<file path="src/rtl/wb_source_sequencer.sv">
// Write-back sequencer: steers the register-file write-data mux and
// issues one register write per request once the chosen source is valid.
module wb_source_sequencer #(
  parameter int MEM_WAIT   = 2,
  parameter int MD_TIMEOUT = 40
) (
  input  logic       clk,
  input  logic       reset,
  input  logic       req_valid,
  output logic       req_ready,
  input  logic [2:0] req_src,
  input  logic [4:0] req_dst,
  input  logic       md_busy,
  input  logic       md_done,
  output logic [2:0] mux_sel,
  output logic       reg_write,
  output logic [4:0] write_reg,
  output logic       wb_error,
  output logic       busy
);

  typedef enum logic [1:0] {
    IDLE,
    WAIT_MEM,
    WAIT_MD,
    WRITE
  } state_t;

  localparam logic [7:0] MEM_LOAD = 8'(MEM_WAIT - 1);
  localparam logic [7:0] MD_LIMIT = 8'(MD_TIMEOUT);

  state_t     state_q, state_d;
  logic [7:0] cnt_q, cnt_d;
  logic [2:0] sel_q, sel_d;
  logic [4:0] wreg_q, wreg_d;
  logic       rw_q, rw_d;
  logic       err_q, err_d;

  logic       src_direct;
  logic       src_mem;
  logic       src_md;
  logic       src_bad;
  logic [7:0] cnt_inc;

  assign src_direct = (req_src == 3'd0) || (req_src == 3'd4);
  assign src_mem    = (req_src == 3'd1);
  assign src_md     = (req_src == 3'd2) || (req_src == 3'd3);
  assign src_bad    = (req_src > 3'd4);
  assign cnt_inc    = cnt_q + 8'd1;

  always_comb begin
    state_d = state_q;
    cnt_d   = cnt_q;
    sel_d   = sel_q;
    wreg_d  = wreg_q;
    rw_d    = 1'b0;
    err_d   = 1'b0;
    unique case (state_q)
      IDLE: begin
        if (req_valid) begin
          unique case (1'b1)
            src_direct: begin
              state_d = WRITE;
              sel_d   = req_src;
              wreg_d  = req_dst;
              rw_d    = (req_dst != 5'd0);
            end
            src_mem: begin
              state_d = WAIT_MEM;
              sel_d   = req_src;
              wreg_d  = req_dst;
              cnt_d   = MEM_LOAD;
            end
            src_md: begin
              state_d = WAIT_MD;
              sel_d   = req_src;
              wreg_d  = req_dst;
              cnt_d   = 8'd0;
            end
            src_bad: begin
              err_d = 1'b1;
            end
          endcase
        end
      end
      WAIT_MEM: begin
        if (cnt_q == 8'd0) begin
          state_d = WRITE;
          rw_d    = (wreg_q != 5'd0);
        end else begin
          cnt_d = cnt_q - 8'd1;
        end
      end
      WAIT_MD: begin
        // a completion seen on the last allowed cycle beats the timeout
        if (md_done || !md_busy) begin
          state_d = WRITE;
          rw_d    = (wreg_q != 5'd0);
        end else if (cnt_inc == MD_LIMIT) begin
          state_d = IDLE;
          cnt_d   = 8'd0;
          err_d   = 1'b1;
        end else begin
          cnt_d = cnt_inc;
        end
      end
      WRITE: begin
        state_d = IDLE;
      end
    endcase
  end

  always_ff @(posedge clk or posedge reset) begin
    if (reset) begin
      state_q <= IDLE;
      cnt_q   <= 8'd0;
      sel_q   <= 3'd0;
      wreg_q  <= 5'd0;
      rw_q    <= 1'b0;
      err_q   <= 1'b0;
    end else begin
      state_q <= state_d;
      cnt_q   <= cnt_d;
      sel_q   <= sel_d;
      wreg_q  <= wreg_d;
      rw_q    <= rw_d;
      err_q   <= err_d;
    end
  end

  assign req_ready = (state_q == IDLE);
  assign busy      = !req_ready;
  assign mux_sel   = sel_q;
  assign write_reg = wreg_q;
  assign reg_write = rw_q;
  assign wb_error  = err_q;

endmodule

</file>
<file path="config.mk">
export PLATFORM = sky130hd
export DESIGN_NAME = wb_source_sequencer
export DESIGN_NICKNAME = d
export VERILOG_FILES = /design/src/rtl/wb_source_sequencer.sv
export SDC_FILE = /design/constraint.sdc
export NUM_CORES = 1
export LEC_CHECK = 0
export ABC_AREA = 1
export CAP_MARGIN = 10
export CORE_MARGIN = 3
export CORE_UTILIZATION = 45
export DETAILED_ROUTE_END_ITERATION = 8
export GPL_TIMING_DRIVEN = 0
export PLACE_DENSITY = 0.69
export REMOVE_ABC_BUFFERS = 1
export SYNTH_ARGS = -nofsm -noshare
export SYNTH_HDL_FRONTEND = slang
export SYNTH_SLANG_ARGS = --single-unit
</file>
<file path="constraint.sdc">
create_clock -name clk -period 3.3 [get_ports clk]
set_input_delay 0.33 -clock clk [delete_from_list [all_inputs] [get_ports clk]]
set_output_delay 0.33 -clock clk [all_outputs]
set_load 0.02 [all_outputs]
</file>
==> flow_metrics.env <==
export IMPL_power_leakage_nw=0.822
export IMPL_r2r_slack_ns=1.38
export IMPL_htreeDepth=1
export IMPL_crit_type="reg2out"
export IMPL_die_w_um=62.0
export IMPL_synth_warning_count=0
export IMPL_coreArea_mm2=0.00288
export IMPL_nFillCells=270
export IMPL_routed_via_count=1338
export IMPL_p_sw_share_pct=49.4
export IMPL_grt_pass1_wl_um=5750
export IMPL_layout_drive_gt1_share_pct=15.5
export IMPL_remaining_drc_errors=0
export IMPL_fin_tns_setup_ns=0
export IMPL_fin_skew_ns=0.0124
export IMPL_dr_first_iter_drc_count=88
export IMPL_pin_count=25
export IMPL_max_freq_mhz=463
export IMPL_core_rowCount=19
export IMPL_synth_cells=193
export IMPL_portBuffers=24
export IMPL_clockRootBuffer="clkbuf_4"
export IMPL_cts_tree="built"
export IMPL_ir_drop_v=0.000530
export IMPL_drt_first_pass_iters=4
export IMPL_finalSetupViolCount=0
export IMPL_stdcell_count=261
export IMPL_cp_start_kind="register"
export IMPL_required_ns=2.97
export IMPL_p_sw_w=0.000867
export IMPL_syn_cell_area_mm2=0.00141
export IMPL_clkLatencyLatePin_ns=0.32
export IMPL_avgSynthCellArea_um2=7.30
export IMPL_rsz0062_at_grt="no"
export IMPL_muxShareOfSynthArea_pct=0
export IMPL_fp_dieArea_mm2=0.00384
export IMPL_nets=239
export IMPL_numCtsBuffers=3
export IMPL_ys_seq_area_share_pct=35.5
export IMPL_dp_hpwl_um=2700
export IMPL_power_frac_comb_pct=61.9
export IMPL_place_gp_congestion=0.861
export IMPL_fin_crit_ns=2.16
export IMPL_largest_reg_flops=8
export IMPL_cts_setup_buffers=0
export IMPL_cp_max_fo=6
export IMPL_viasPerCell=5.13
export IMPL_hold_class="in2async"
export IMPL_seqPwrFrac_pct=26.2
export IMPL_initial_core_util_pct=49.0
export IMPL_wl_per_cell_um=12.8
export IMPL_die_height_um=62.0
export IMPL_hold_buffers=0
export IMPL_period_share_pct=65.5
export IMPL_clk_path_buf_depth=2
export IMPL_synth_fa_ha_area_share_pct=5.33
export IMPL_endpoint_kind="output port"
export IMPL_synth_compound_area_share_pct=16.3
export IMPL_drtAntennaViolNets=0
export IMPL_grt_start_max_net_pins=21
export IMPL_routed_wl_um=3340
export IMPL_hold_violations=0
export IMPL_critical_path_reg2reg_startpoint="state_q[0]"
export IMPL_cp_cell_sequence="inv_1 -> ha_1 -> inv_2 -> clkdlybuf4s50_1"
export IMPL_synth_xor_area_share_pct=1.24
export IMPL_power_density_mw_per_mm2=1010
export IMPL_clock_sinks=20
export IMPL_synth_top_family_by_area="simple AND/OR/NAND/NOR gates"
export IMPL_worst_ep_arrival_time_ns=1.83
export IMPL_holdWs_ns=0.444
export IMPL_post_cts_resized=0
export IMPL_synthSimpleGateAreaFrac_pct=32.1
export IMPL_rr_endpoint="cnt_q[1]"
export IMPL_clk_pin_slew_ns=0.13
export IMPL_grt_overflow=0
export IMPL_dp_cells=257
export IMPL_p_int_w=0.000887
export IMPL_finalMaxSlewViolations=0
export IMPL_p_clk_share_pct=11.9
export IMPL_ys_ff_latch=20
export IMPL_num_antenna_cells=0
export IMPL_netlist_cell_type_count=31
export IMPL_grt_use_total_pct=20.0
export IMPL_worstMarginPinSlew_ns=0.768
export IMPL_relSlewSlack_pct=48.7
export IMPL_run_status="finished clean"
export IMPL_max_stage_delay_ns=0.61
export IMPL_cap_violations=0
export IMPL_area_growth_pct=23.6
export IMPL_r2r_cells=9
export IMPL_cp_slowest_cell="clkdlybuf4s50_1"
export IMPL_antenna_found_initial=0
export IMPL_grt_pass1_vias=1259
metrics by stage:
step	total power [W]	setup WS, ns	utilization (%)	instance area (um^2)
2_1_floorplan	0.00121	1.59	-	1400
3_3_place_gp	0.00150	1.36	58.7	1690
3_5_place_dp	0.00154	1.33	58.7	1690
4_1_cts	0.00175	1.14	60.5	1740
5_1_grt	0.00191	1.04	60.5	1740
6_report	0.00175	1.14	60.5	1740
cells in the mapped netlist, drive strengths merged:
| cell type | instances | area, um^2 |
|---|---|---|
| dfrtp | 20 | 500 |
| buf | 2 | 12.5 |
| o22ai | 4 | 43.8 |
| o21ai | 17 | 88.8 |
| xor2 | 2 | 17.5 |
| a32oi | 1 | 8.76 |
| nand4 | 4 | 25.0 |
| a21oi | 11 | 62.6 |
| o21bai | 1 | 11.3 |
| a21o | 1 | 7.51 |
| a211oi | 1 | 7.51 |
| nor3 | 3 | 25.0 |
| ha | 6 | 75.1 |
| clkinv | 4 | 15.0 |
| nor2 | 18 | 87.6 |
| inv | 28 | 105 |
| nand3 | 12 | 75.1 |
| nand2 | 56 | 228 |
| nor4 | 2 | 12.5 |
worst max path at each step:
stage,from,endpoint,slack [ns],depth (start not counted)
2_1_floorplan,state_q[0],cnt_q[2],1.59,9
3_3_place_gp,req_src[1],cnt_q[4],1.36,8
5_1_grt,state_q[1],req_ready,1.04,3
3_5_place_dp,req_src[1],cnt_q[4],1.33,8
6_report,state_q[0],busy,1.14,4
4_1_cts,state_q[0],busy,1.14,4
cells in the final DEF, fill, tap and decap left out, drive strengths merged:
cell / instances
clkbuf: 3
xor2: 2
bufinv: 1
a211oi: 1
nand2: 56
o22ai: 4
nor2: 18
a21o: 1
o21ai: 17
a21oi: 11
dfrtp: 20
ha: 6
clkdlybuf4s50: 24
o21bai: 1
nor3: 3
a32oi: 1
inv: 28
nand3: 12
nor4: 2
clkinv: 4
nand4: 4
layer usage:
metal	up-vias	routed length (um)	track usage, %
li1	679	-	-
met4	0	52	7.88
met5	-	0	0
met1	624	1680	29.3
met2	28	1500	29.3
met3	7	112	3.10
kinds of logic (layout without fill, tap and decap cells):
kind of cell,Yosys count,in the layout
xor+xnor,2,2
compound gates,36,36
flops,20,20
buf+inv,34,60
fa+ha+maj,6,6
simple gates,95,95
area by class of cell:
type | instances | area (um^2) | area share (%)
clock buffer | 3 | 22.5 | 1.29
clock inverter | 1 | 30.0 | 1.72
inverter | 32 | 120 | 6.90
multi-input combinational | 139 | 776 | 44.5
sequential | 20 | 500 | 28.7
tap | 42 | 52.6 | 3.02
timing repair buffer | 24 | 240 | 13.8
power by group through the flow:
| stage | registers, W | logic (W) | clock network, W |
|---|---|---|---|
| 2_1_floorplan | 0.000504 | 0.000710 | 0 |
| 3_3_place_gp | 0.000459 | 0.00104 | 0 |
| 3_5_place_dp | 0.000465 | 0.00108 | 0 |
| 4_1_cts | 0.000459 | 0.00108 | 0.000211 |
| 5_1_grt | 0.000477 | 0.00121 | 0.000220 |
| 6_report | 0.000460 | 0.00109 | 0.000209 |
critical path, delay by kind of cell (launching register included):
family	cells	cell delay [ns]
adder cells (fa/ha/maj)	1	0.28
flip-flops	1	0.43
buffers and inverters	3	0.81
Note: power is estimated with default switching activity, not from simulation.
